===== src/rtl/lsu_store_buffer_unit.sv =====
// ---------------------------------------------------------------------------
// lsu_store_buffer_unit
// Load/store functional unit between the LSU reservation station and CDB
// slot 1. Computes effective addresses, buffers stores in order until the ROB
// commits them, drains committed stores to a single-port data memory, and
// serves loads by store-to-load forwarding or a memory read.
//
// Ports:
//   clk, rst_n                     clock, asynchronous active-low reset
//   in_valid/in_rob_idx/in_opcode  issued op from the reservation station
//   in_i/in_a_value/in_b_value     offset, base address, store data
//   lsu_full                       unit cannot accept an op this cycle
//   commit_valid/commit_rob_idx    four ROB commit lanes (4 bits per lane)
//   flush                          discard all speculative state
//   mem_req/we/addr/wdata, mem_gnt request/grant data memory port
//   mem_rvalid/mem_rdata           read return
//   cdb_valid/cdb_rob_idx/cdb_value result broadcast (registered)
// ---------------------------------------------------------------------------
module lsu_store_buffer_unit #(
    parameter int         SB_DEPTH = 4,
    parameter logic [3:0] OP_LD    = 4'hE,
    parameter logic [3:0] OP_ST    = 4'hF
) (
    input  logic        clk,
    input  logic        rst_n,
    input  logic        in_valid,
    input  logic [3:0]  in_rob_idx,
    input  logic [3:0]  in_opcode,
    input  logic [7:0]  in_i,
    input  logic [15:0] in_a_value,
    input  logic [15:0] in_b_value,
    output logic        lsu_full,
    input  logic [3:0]  commit_valid,
    input  logic [15:0] commit_rob_idx,
    input  logic        flush,
    output logic        mem_req,
    output logic        mem_we,
    output logic [15:0] mem_addr,
    output logic [15:0] mem_wdata,
    input  logic        mem_gnt,
    input  logic        mem_rvalid,
    input  logic [15:0] mem_rdata,
    output logic        cdb_valid,
    output logic [3:0]  cdb_rob_idx,
    output logic [15:0] cdb_value
);
    localparam int PW = (SB_DEPTH > 1) ? $clog2(SB_DEPTH) : 1;
    localparam int CW = PW + 1;
    localparam logic [CW-1:0] DEPTH_C = CW'(SB_DEPTH);

    typedef enum logic [2:0] {
        S_IDLE       = 3'd0,
        S_LD_REQ     = 3'd1,
        S_LD_WAIT    = 3'd2,
        S_LD_DISCARD = 3'd3,
        S_ST_DRAIN   = 3'd4
    } state_t;

    state_t             r_state;
    state_t             w_state_nxt;
    logic [15:0]        r_sb_addr [SB_DEPTH];
    logic [15:0]        r_sb_data [SB_DEPTH];
    logic [3:0]         r_sb_rob  [SB_DEPTH];
    logic [SB_DEPTH-1:0] r_sb_cmt;
    logic [PW-1:0]      r_head;
    logic [PW-1:0]      r_tail;
    logic [CW-1:0]      r_count;
    logic [15:0]        r_ld_addr;
    logic [3:0]         r_ld_rob;
    logic               r_cdb_valid;
    logic [3:0]         r_cdb_rob;
    logic [15:0]        r_cdb_value;

    logic [15:0]        w_ea;
    logic               w_full;
    logic               w_accept;
    logic               w_is_ld;
    logic               w_is_st;
    logic               w_push;
    logic               w_pop;
    logic               w_drain_ok;
    logic               w_ld_miss;
    logic [SB_DEPTH-1:0] w_valid;
    logic [SB_DEPTH-1:0] w_match;
    logic [SB_DEPTH-1:0] w_cmt_next;
    logic               w_fwd_sel;
    logic               w_fwd_hit;
    logic [15:0]        w_fwd_data;
    logic               w_lead_run;
    logic [CW-1:0]      w_lead;
    logic               w_cdb_v;
    logic [3:0]         w_cdb_rob;
    logic [15:0]        w_cdb_val;

    assign w_ea       = in_a_value + {{8{in_i[7]}}, in_i};
    assign w_full     = (r_state != S_IDLE) || (r_count == DEPTH_C);
    assign lsu_full   = w_full;
    // A flush cycle ignores in_valid entirely.
    assign w_accept   = in_valid & ~w_full & ~flush;
    assign w_is_ld    = (in_opcode == OP_LD);
    assign w_is_st    = (in_opcode == OP_ST);
    assign w_push     = w_accept & w_is_st;
    assign w_pop      = (r_state == S_ST_DRAIN) & mem_gnt;
    // An accepted op has priority over starting a drain.
    assign w_drain_ok = ~w_accept & (r_count != {CW{1'b0}}) & r_sb_cmt[r_head];
    assign w_ld_miss  = w_accept & w_is_ld & ~w_fwd_hit;

    // Slot g is occupied when its distance from the head is below the count.
    genvar g;
    generate
        for (g = 0; g < SB_DEPTH; g++) begin : g_valid
            logic [PW-1:0] w_off;
            assign w_off      = PW'(g) - r_head;
            assign w_valid[g] = ({1'b0, w_off} < r_count);
        end
    endgenerate

    // Commit marking: any valid entry named by an active commit lane.
    always_comb begin
        w_match = '0;
        for (int j = 0; j < SB_DEPTH; j++) begin
            for (int l = 0; l < 4; l++) begin
                w_match[j] = w_match[j] |
                    (commit_valid[l] & (commit_rob_idx[4*l +: 4] == r_sb_rob[j]));
            end
        end
        w_cmt_next = w_valid & (r_sb_cmt | w_match);
    end

    // Walk entries oldest to youngest: the last address match is the
    // youngest store, and the run of committed entries from the head is
    // what survives a flush.
    always_comb begin
        w_fwd_sel  = 1'b0;
        w_fwd_hit  = 1'b0;
        w_fwd_data = 16'h0000;
        w_lead_run = 1'b1;
        w_lead     = {CW{1'b0}};
        for (int k = 0; k < SB_DEPTH; k++) begin
            w_fwd_sel  = (CW'(k) < r_count) && (r_sb_addr[r_head + PW'(k)] == w_ea);
            w_fwd_hit  = w_fwd_hit | w_fwd_sel;
            w_fwd_data = w_fwd_sel ? r_sb_data[r_head + PW'(k)] : w_fwd_data;
            w_lead_run = w_lead_run & w_cmt_next[r_head + PW'(k)];
            w_lead     = w_lead + CW'(w_lead_run);
        end
    end

    // FSM state register.
    always_ff @(posedge clk or negedge rst_n) begin
        if (!rst_n) begin
            r_state <= S_IDLE;
        end else begin
            r_state <= w_state_nxt;
        end
    end

    // FSM next-state logic.
    always_comb begin
        w_state_nxt = r_state;
        case (r_state)
            S_IDLE: begin
                if (w_ld_miss) begin
                    w_state_nxt = S_LD_REQ;
                end else if (w_drain_ok) begin
                    w_state_nxt = S_ST_DRAIN;
                end else begin
                    w_state_nxt = S_IDLE;
                end
            end
            S_LD_REQ: begin
                if (flush) begin
                    w_state_nxt = mem_gnt ? S_LD_DISCARD : S_IDLE;
                end else begin
                    w_state_nxt = mem_gnt ? S_LD_WAIT : S_LD_REQ;
                end
            end
            S_LD_WAIT: begin
                // Data arriving in the flush cycle is simply dropped; no need
                // to wait for a second return.
                if (mem_rvalid) begin
                    w_state_nxt = S_IDLE;
                end else if (flush) begin
                    w_state_nxt = S_LD_DISCARD;
                end else begin
                    w_state_nxt = S_LD_WAIT;
                end
            end
            S_LD_DISCARD: w_state_nxt = mem_rvalid ? S_IDLE : S_LD_DISCARD;
            S_ST_DRAIN:   w_state_nxt = mem_gnt ? S_IDLE : S_ST_DRAIN;
            default:      w_state_nxt = S_IDLE;
        endcase
    end

    // FSM output decode: memory port driven from registered state only.
    always_comb begin
        mem_req   = 1'b0;
        mem_we    = 1'b0;
        mem_addr  = 16'h0000;
        mem_wdata = 16'h0000;
        case (r_state)
            S_LD_REQ: begin
                mem_req  = 1'b1;
                mem_addr = r_ld_addr;
            end
            S_ST_DRAIN: begin
                mem_req   = 1'b1;
                mem_we    = 1'b1;
                mem_addr  = r_sb_addr[r_head];
                mem_wdata = r_sb_data[r_head];
            end
            default: mem_req = 1'b0;
        endcase
    end

    // Next CDB broadcast: immediate ops or returned load data.
    always_comb begin
        w_cdb_v   = 1'b0;
        w_cdb_rob = 4'h0;
        w_cdb_val = 16'h0000;
        if (w_accept && !w_ld_miss) begin
            w_cdb_v   = 1'b1;
            w_cdb_rob = in_rob_idx;
            w_cdb_val = w_is_ld ? w_fwd_data : 16'h0000;
        end else if ((r_state == S_LD_WAIT) && mem_rvalid && !flush) begin
            w_cdb_v   = 1'b1;
            w_cdb_rob = r_ld_rob;
            w_cdb_val = mem_rdata;
        end else begin
            w_cdb_v   = 1'b0;
        end
    end

    // CDB output registers.
    always_ff @(posedge clk or negedge rst_n) begin
        if (!rst_n) begin
            r_cdb_valid <= 1'b0;
            r_cdb_rob   <= 4'h0;
            r_cdb_value <= 16'h0000;
        end else begin
            r_cdb_valid <= w_cdb_v;
            r_cdb_rob   <= w_cdb_rob;
            r_cdb_value <= w_cdb_val;
        end
    end

    assign cdb_valid   = r_cdb_valid;
    assign cdb_rob_idx = r_cdb_rob;
    assign cdb_value   = r_cdb_value;

    // Latch address and ROB index of a load that must go to memory.
    always_ff @(posedge clk or negedge rst_n) begin
        if (!rst_n) begin
            r_ld_addr <= 16'h0000;
            r_ld_rob  <= 4'h0;
        end else if (w_ld_miss) begin
            r_ld_addr <= w_ea;
            r_ld_rob  <= in_rob_idx;
        end
    end

    // Buffer pointers; a flush truncates to the committed run from the head.
    always_ff @(posedge clk or negedge rst_n) begin
        if (!rst_n) begin
            r_head  <= {PW{1'b0}};
            r_tail  <= {PW{1'b0}};
            r_count <= {CW{1'b0}};
        end else if (flush) begin
            r_head  <= r_head + PW'(w_pop);
            r_tail  <= r_head + w_lead[PW-1:0];
            r_count <= w_lead - CW'(w_pop);
        end else begin
            r_head  <= r_head + PW'(w_pop);
            r_tail  <= r_tail + PW'(w_push);
            r_count <= r_count + CW'(w_push) - CW'(w_pop);
        end
    end

    // Buffer storage and committed flags.
    always_ff @(posedge clk or negedge rst_n) begin
        if (!rst_n) begin
            r_sb_cmt <= '0;
            for (int j = 0; j < SB_DEPTH; j++) begin
                r_sb_addr[j] <= 16'h0000;
                r_sb_data[j] <= 16'h0000;
                r_sb_rob[j]  <= 4'h0;
            end
        end else begin
            r_sb_cmt <= w_cmt_next;
            if (w_push) begin
                r_sb_addr[r_tail] <= w_ea;
                r_sb_data[r_tail] <= in_b_value;
                r_sb_rob[r_tail]  <= in_rob_idx;
                r_sb_cmt[r_tail]  <= 1'b0;
            end
        end
    end
endmodule


===== config.mk =====
export PLATFORM = sky130hd
export DESIGN_NAME = lsu_store_buffer_unit
export DESIGN_NICKNAME = d
export VERILOG_FILES = /design/src/rtl/lsu_store_buffer_unit.sv
export SDC_FILE = /design/constraint.sdc
export NUM_CORES = 1
export LEC_CHECK = 0
export CORE_MARGIN = 10
export CORE_UTILIZATION = 30
export CTS_BUF_LIST = sky130_fd_sc_hd__clkbuf_16
export DETAILED_ROUTE_END_ITERATION = 10
export GPL_TIMING_DRIVEN = 0
export MAX_ROUTING_LAYER = met4
export SYNTH_ARGS = -nofsm -noshare
export SYNTH_HDL_FRONTEND = slang
export SYNTH_SLANG_ARGS = --single-unit

===== constraint.sdc =====
create_clock -name clk -period 6.9 [get_ports clk]
set_input_delay 1.035 -clock clk [delete_from_list [all_inputs] [get_ports clk]]
set_output_delay 1.035 -clock clk [all_outputs]
set_load 0.1 [all_outputs]

Yosys cells after proc, flatten, opt, wreduce, memory -nomap -nowiden
Cells that the tools add are included.
Storage, ports and cells
  output and inout port bits: 56
  flip-flop bits (word level): 199
Cells by class
  bitwise logic cells: 55
  equal/unequal tests: 27
  muxes and demuxes: 71
  reductions and logical operators: 16
  add/subtract/negate cells: 17
  magnitude comparators: 20
Operator list (count)
  $mux W16: 25
  $bmux W16 S2: 8
  $bwmux W64: 2
  $eq A16 B16 Y1: 4
  $eq A4 B4 Y1: 16
  $demux W16 S2: 1
  $pmux W16 S2: 1
  $and A1 B1 Y1: 27
  $add A16 B16 Y16: 1
  $bwmux W16: 1
  $mux W4: 4
  $ge A3 B3 Y1 const B: 5
  $lt A2 B3 Y1 const B: 5
  $not A2 Y3: 5
  $or A1 B1 Y1: 15
  $pmux W3 S5: 1
  $lt A2 B3 Y1: 4
  $mux W2: 6
  $mux W3: 4
  $mux W1: 11
  $bmux W1 S2: 5
  $logic_and A1 B1 Y1: 9
  $and A4 B4 Y4: 2
  $demux W4 S2: 1
  27 further kinds: 43

Depth between registers and ports, before layout
Gate-level depths: netlist of the first run.
  depth in word-level cells: 15
  gate-level depth with buffers: 28
  mapped depth without buffers: 18

Least setup slack after synthesis of the first run
OpenSTA, ideal clock, no wires.
  path kind: reg-to-reg
  start: reg r_head[1]
  end: reg r_count[2]
  setup time: 0.140 ns
  path slack: 1.067 ns
  stages on the path, launching flop included: 29
  data arrival time: 5.693 ns
  data required time: 6.760 ns
  path through: dfrtp_1 -> buf_4 -> buf_4 -> buf_2 -> buf_4 -> buf_2 -> buf_2 -> buf_2 -> buf_2 -> buf_2 -> buf_1 -> xnor2_1 -> ha_1 -> a21oi_1 -> nor2_1 -> a31oi_1 -> inv_1 -> mux2_2 -> o32ai_1 -> a21oi_1 -> fa_1 -> inv_1 -> ha_1 -> ha_1 -> inv_1 -> ha_1 -> xor2_1 -> nand2_1 -> o21ai_0
Between the ends
  word-level cells in the longest chain between the ends: 11
Ends and longest elaborated chain
  start, declared: RTL line 65  | logic [PW-1:0] r_head;
  start signal, assigned: RTL line 264  | r_head <= {PW{1'b0}};
  start signal, assigned: RTL line 268  | r_head <= r_head + PW'(w_pop);
  start signal, assigned: RTL line 272  | r_head <= r_head + PW'(w_pop);
  $sub A1 B2 Y2 or $sub A2 B2 Y2 (tied branches): RTL line 113  | assign w_off = PW'(g) - r_head;
  $lt A2 B3 Y1: RTL line 114  | assign w_valid[g] = ({1'b0, w_off} < r_count);
  $and A4 B4 Y4: RTL line 127  | w_cmt_next = w_valid & (r_sb_cmt | w_match);
  $bmux W1 S2: RTL line 143  | w_lead_run = w_lead_run & w_cmt_next[r_head + PW'(k)];
  $mux W1 (implied by the code): RTL line 143
  $and A1 B1 Y1: RTL line 143
  $add A1 B1 Y2 or $and A1 B1 Y1 (tied branches): RTL line 144, 143
  $add A2 B1 Y3 or $and A1 B1 Y1 (tied branches): RTL line 144, 143
  $add A3 B1 Y3 *: RTL line 144  | w_lead = w_lead + CW'(w_lead_run);
  $sub A3 B1 Y3 *: RTL line 270  | r_count <= w_lead - CW'(w_pop);
  $mux W3 *: RTL line 267  | end else if (flush) begin
  end signal, assigned: RTL line 266  | r_count <= {CW{1'b0}};
  end signal, assigned: RTL line 270
  end signal, assigned: RTL line 274  | r_count <= r_count + CW'(w_push) - CW'(w_pop);
  end, declared: RTL line 67  | logic [CW-1:0] r_count;
Mark *: on every way between the ends. The rest lies on a longest branch, timed or not. The select of a mux whose other input is x is not followed.
A chain may end at the register's enable or synchronous reset.

Worst setup path after layout of the first run
Same ends and word-level chain as after synthesis.

==> results of run 1 <==
[cells by family after synthesis]
| kind of cell | Yosys count |
|---|---|
| AND/OR/NAND/NOR | 408 |
| AO/OA/AOI/OAI | 326 |
| multiplexers | 221 |
| flip-flops | 199 |
| XOR/XNOR | 150 |
| buffers and inverters | 151 |
| adder cells (fa/ha/maj) | 33 |
[worst register-to-register path: stages, from the launching register on]
cell and delay, ns:
dfrtp_1 0.40, buf_4 0.26, buf_6 0.28, buf_4 0.27, buf_2 0.32, buf_2 0.34, buf_2 0.32, buf_4 0.30
buf_4 0.36, xnor2_1 0.21, ha_1 0.27, a21oi_1 0.15, nor2_1 0.05, a31oi_1 0.31, inv_1 0.12, mux2_2 0.28
o32ai_1 0.29, a21oi_1 0.14, fa_1 0.52, inv_1 0.04, ha_1 0.17, ha_1 0.30, inv_1 0.05, ha_1 0.20
xor2_1 0.16, nand2_1 0.06, o21ai_0 0.08
[timing repair]
| item | in CTS | in global routing |
|---|---|---|
| gates resized for setup | 6 | 2 |
| cloned | 0 | 0 |
| setup endpoints to repair | 5 | 4 |
| setup buffers | 0 | 0 |
[cells in the final DEF (no fill, tap or decap), types with 18 or more instances in the layout]
cell type	instances
ha_1	30
mux2_2	109
buf_2	24
xnor3_1	20
nor2_1	40
clkbuf_1	73
a21oi_1	37
o21ai_0	126
xnor2_1	53
nor3_1	36
mux2i_1	65
xor2_1	73
or3_1	19
clkdlybuf4s50_1	144
mux4_2	38
nand2_1	225
o211ai_1	22
inv_1	31
o31ai_1	18
dfrtp_1	199
nand3_1	23
[metal layers]
metal	track usage	vias to the layer above	wire length [um]
li1	-	5713	-
met1	0.231	6243	22500
met2	0.296	473	24500
met3	0.0300	72	3160
met4	0.0700	0	1560
met5	-	-	0
[final cells by class]
cell class                 count  area, um^2  share of cell area
sequential                   199        4980               0.287
tap                          615         769              0.0443
clock buffer                  17         425              0.0245
multi-input combinational   1138        8920               0.514
clock inverter                15         163             0.00936
antenna                        2        5.00            0.000288
inverter                      32         120             0.00691
timing repair buffer         146        1480              0.0854
buffer                       115         500              0.0288
[power breakdown]
group / switching, uW / leakage, uW / total [uW] / internal, uW
Combinational: 2190 / 0.00452 / 3490 / 1300
Sequential: 252 / 0.00267 / 1720 / 1470
Clock: 516 / 0.000290 / 1030 / 514
[flip-flops by register name, indices dropped and copies added (netlist names)]
signal / count
cdb_value: 16
r_count: 3
r_sb_rob: 16
cdb_rob_idx: 4
r_head: 2
r_sb_cmt: 4
r_state: 3
r_tail: 2
r_sb_addr: 64
cdb_valid: 1
r_ld_addr: 16
r_sb_data: 64
r_ld_rob: 4
[final timing paths]
path	start	endpoint	cells after the start
worst max-delay path	r_head[1]	r_count[2]	26
worst min-delay path	r_ld_addr[2]	r_ld_addr[2]	1
worst max register to register	r_head[1]	r_count[2]	26
worst min register to register	r_ld_addr[2]	r_ld_addr[2]	1
max in group asynchronous	rst_n	cdb_rob_idx[1]	2
min in group asynchronous	rst_n	r_ld_addr[14]	1
[stage by stage]
stage                     worst slack, ns  power (uW)  utilization
final                               0.489        6240        0.363
after global routing               0.0860        6620        0.363
after CTS                          0.0889        6230        0.363
after detailed placement           -0.886        5190        0.351
after global placement              -3.76        5140        0.350
after floorplan                      1.07        4140            -
==> metrics, run 1 <==
status=complete, no violations; Initial Utilization=0.304; most frequent cell after synthesis=nand2_1; Seq/Total Area, Yosys=0.343; Die Span Y=240 um; FMAX=0.156 GHz; Synth Area in XOR/XNOR=0.112; clk_skew=0.0147 ns; synth warn=0; worst-margin pin slew=1.29 ns; flop and latch count out of synthesis=199; CTS Sinks=199; startpoint types=flop; Num CTS Buffers=17; H-tree depth reported by CTS=4; Critical Path AT=6.74 ns; Final nets=1772; Final ANT Viol Nets=0; Rows=80; ys async rst share=1.00; DIE WIDTH=240 um; pwr/cell area=359 nW/um^2; Hold Worst Slack=0.493 ns; CTS root buffer=clkbuf_16; Final setup viols=0; Leak=0.00749 uW; initial antenna violation count=2; Compound-Gate Fraction of Synth Area=0.147; I/O pin cnt=146; Cells after DPL=2249; Iteration-0 DRC Markers=1196; final-report hold violation count=0; clock slew at reported path FFs=0.08 ns; detailed-route vias per instance=5.49; Fin Setup TNS=0 ns; clock buffer depth=2; relative slew slack=0.141; Max stage delay on crit path=0.52 ns; Setup crit end kind=flop; DP Wirelength=39800 um; final worst-path cycle share=0.929; largest net degree at the start of global routing=106; Setup CP Type=flop to flop; vias in the first global route=12700; Filler Cells Inserted=4821; largest family of logic cells by synthesized area=multiplexers; Max-cap violations=0; Area growth syn-to-layout=19.6%; post-synth top area share=0.343; First-pass DRT Iterations=5; Via Count=12500; RePlAce Congestion=0.973; overall routing resource usage=0.185; Synth area leader=dfrtp_1; number of remaining DRC errors=0; Max VDD drop=0.146 mV; layout cells sized above 1=0.147; minimum clock period after layout=6.41 ns; ys flop type=dfrtp_1; largest cells by area after synthesis=dfrtp_1, mux2_2, mux4_2; crit path buf inv count=11; placed cell area=16800 um^2; RSZ-0062 raised after global routing=false; reg-to-reg slack, setup=0.49 ns; global-route wire length before repair=78700 um; max-slew violations=0; die area=57600 um^2; CP delay by family, top=buffers and inverters; worst endpoint required time=7.23 ns; Synth Area in Adders=0.0300; worst hold path type=flop to flop; final instance area=17400 um^2; CP max FO=19; routed len/inst=22.7 um; mux cell area share after synthesis=0.195; Post-synth EDFFs=0; Commonest cells post-synth=nand2_1, dfrtp_1, o21ai_0, mux2_2, clkbuf_1; drt total wl=51700 um; CTS tree=built; Synth Instances=1488; Post-Synth Simple-Gate Area=0.130; Synth Area per Inst=9.76 um^2; PortBufs=145; Mapped Nets=1611; Final Instance Count excl. Fillers=2279; Distinct cells, synth=79; CP max-delay cell=fa_1; hold-fix buffers at CTS=0; worst-skew pair later-pin latency=0.47 ns; Netlist Area Pre-Place=14500 um^2; Congestion Overflow GR=0; Core Region=47800 um^2
Power figures use the tool's default switching activity.
==> inputs of run 2 (changes only) <==
- CORE_MARGIN: 10 -> 2
==> metrics, run 2 (synthesis results as in run 1) <==
Num CTS Buffers=17; final-report hold violation count=0; Max stage delay on crit path=0.53 ns; sw power=2960 uW; DIE WIDTH=224 um; global-route wire length before repair=75500 um; Max VDD drop=0.177 mV; CP max-delay cell=fa_1; die area=50200 um^2; worst-margin pin slew=1.21 ns; clk_skew=0.0159 ns; First-pass DRT Iterations=6; Critical Path Start=r_head[1]; Leak=0.00750 uW; CTS Sinks=199; overall routing resource usage=0.204; Worst R2R End=r_count[2]; drt total wl=49500 um; sequential power share=0.275; CTS tree=built; Final setup viols=0; RSZ-0062 raised after global routing=false; status=complete, no violations; vias in the first global route=12200; Core Region=47700 um^2; DP Wirelength=37900 um; worst endpoint required time=7.24 ns; Max-cap violations=0; H-tree depth reported by CTS=4; worst hold path type=flop to flop; number of remaining DRC errors=0; Congestion Overflow GR=0; Filler Cells Inserted=4790; worst setup margin=0.346 ns; layout cells sized above 1=0.147; Iteration-0 DRC Markers=1110; pwr/cell area=359 nW/um^2; largest net degree at the start of global routing=115; PortBufs=145; total power=6250 uW; clock slew at reported path FFs=0.09 ns; RePlAce Congestion=0.950; most common cell after layout, fill and taps aside=nand2_1; reg-to-reg slack, setup=0.35 ns; Internal Power=3290 uW; CP max FO=19; RR Startpoint=r_head[1]; detailed-route vias per instance=5.40; I/O pin cnt=146; multi-input logic area=8920 um^2; Setup crit end=r_count[2]; worst-skew pair later-pin latency=0.48 ns; Cells after DPL=2249; Setup crit end kind=flop; Initial Utilization=0.304; Die Span Y=224 um; Final ANT Viol Nets=0; Top cell by count, worst path=ha_1; Critical Path AT=6.89 ns; FF-to-FF path depth=27; Area growth syn-to-layout=19.8%; clock buffer depth=2; Final Instance Count excl. Fillers=2278; initial antenna violation count=1; CTS root buffer=clkbuf_16; Final nets=1772; minimum clock period after layout=6.55 ns; routed len/inst=21.7 um; CP delay by family, top=buffers and inverters; final worst-path cycle share=0.950; Setup CP Type=flop to flop; Top Registers=r_sb_addr x64, r_sb_data x64; relative slew slack=0.193; Rows=80; postcts setup bufs=0; startpoint types=flop; combinational share of power=0.553; storage element area=4980 um^2; pre-CTS setup slack=-0.722 ns; most frequent cells in the layout=nand2_1, dfrtp_1, clkdlybuf4s50_1; Sw Ratio=0.474; Via Count=12300; clock network power share=0.172; crit path buf inv count=12; max-slew violations=0; Crit path depth=27; FMAX=0.153 GHz
run 2: changes by cell type in the layout (fill, tap and decap cells not counted), sizes merged:
cell    delta
buf        -1
clkbuf     +1
diode      -1
run 2: cell type report:
| class | instances | share of cell area |
|---|---|---|
| Clock inverter | 15 | 0.0116 |
| Tap cell | 615 | 0.0442 |
| Antenna cell | 1 | 0.000144 |
| Buffer | 115 | 0.0288 |
| Clock buffer | 17 | 0.0244 |
| Sequential cell | 199 | 0.286 |
| Multi-Input combinational cell | 1138 | 0.513 |
| Inverter | 32 | 0.00690 |
| Timing Repair Buffer | 146 | 0.0852 |
run 2: per-layer routing:
| layer | wire [um] | up-vias | GRT usage |
|---|---|---|---|
| li1 | - | 5714 | - |
| met1 | 21800 | 6106 | 0.268 |
| met2 | 23500 | 437 | 0.327 |
| met3 | 3200 | 53 | 0.0312 |
| met4 | 924 | 0 | 0.0576 |
| met5 | 0 | - | - |
run 2: power by group through the flow:
stage / sequential, uW / clock (uW) / combinational (uW)
4_1_cts: 1710 / 1090 / 3430
6_report: 1720 / 1070 / 3460
5_1_grt: 1760 / 1140 / 3720
3_5_place_dp: 1730 / 0 / 3430
3_3_place_gp: 1710 / 0 / 3400
2_1_floorplan: 1700 / 0 / 2440
run 2: worst register-to-register path, cell delays in order (launching register included):
cell and delay (ns):
dfrtp_1 0.39, buf_4 0.25, buf_6 0.28, buf_4 0.29
buf_2 0.32, clkbuf_4 0.33, buf_2 0.29, clkbuf_4 0.32
buf_4 0.27, buf_2 0.34, xnor2_1 0.19, ha_1 0.26
a21oi_1 0.15, nor2_1 0.06, a31oi_1 0.30, inv_1 0.12
mux2_2 0.28, o32ai_1 0.26, a21oi_1 0.13, fa_1 0.53
inv_1 0.04, ha_1 0.17, ha_1 0.31, inv_1 0.05
ha_1 0.20, xor2_1 0.16, nand2_1 0.07, o21ai_0 0.08
run 2: how the worst min path moves through the flow:
stage	start	endpoint	slack (ns)	cells past startpoint
3_5_place_dp	r_ld_rob[1]	cdb_rob_idx[1]	0.48	1
5_1_grt	r_sb_data[56]	r_sb_data[56]	0.52	2
4_1_cts	r_sb_data[56]	r_sb_data[56]	0.50	2
6_report	r_ld_rob[1]	cdb_rob_idx[1]	0.50	1
2_1_floorplan	r_sb_data[48]	r_sb_data[48]	0.46	2
3_3_place_gp	r_ld_rob[1]	r_ld_rob[1]	0.47	1
run 2: timing repair:
action,in CTS,in global routing
pin swaps,0,0
gates resized for setup,3,4
cloned,0,0
hold buffers,0,0
setup endpoints to repair,5,3
run 2: metrics by stage:
stage | hold WS [ns] | TNS [ns] | cell area [um^2] | util
2_1_floorplan | 0.458 | 0 | 14500 | -
3_3_place_gp | 0.474 | -754.82 | 16700 | 0.351
3_5_place_dp | 0.480 | -2.70 | 16800 | 0.351
4_1_cts | 0.500 | 0 | 17400 | 0.364
5_1_grt | 0.519 | 0 | 17400 | 0.365
6_report | 0.496 | 0 | 17400 | 0.365
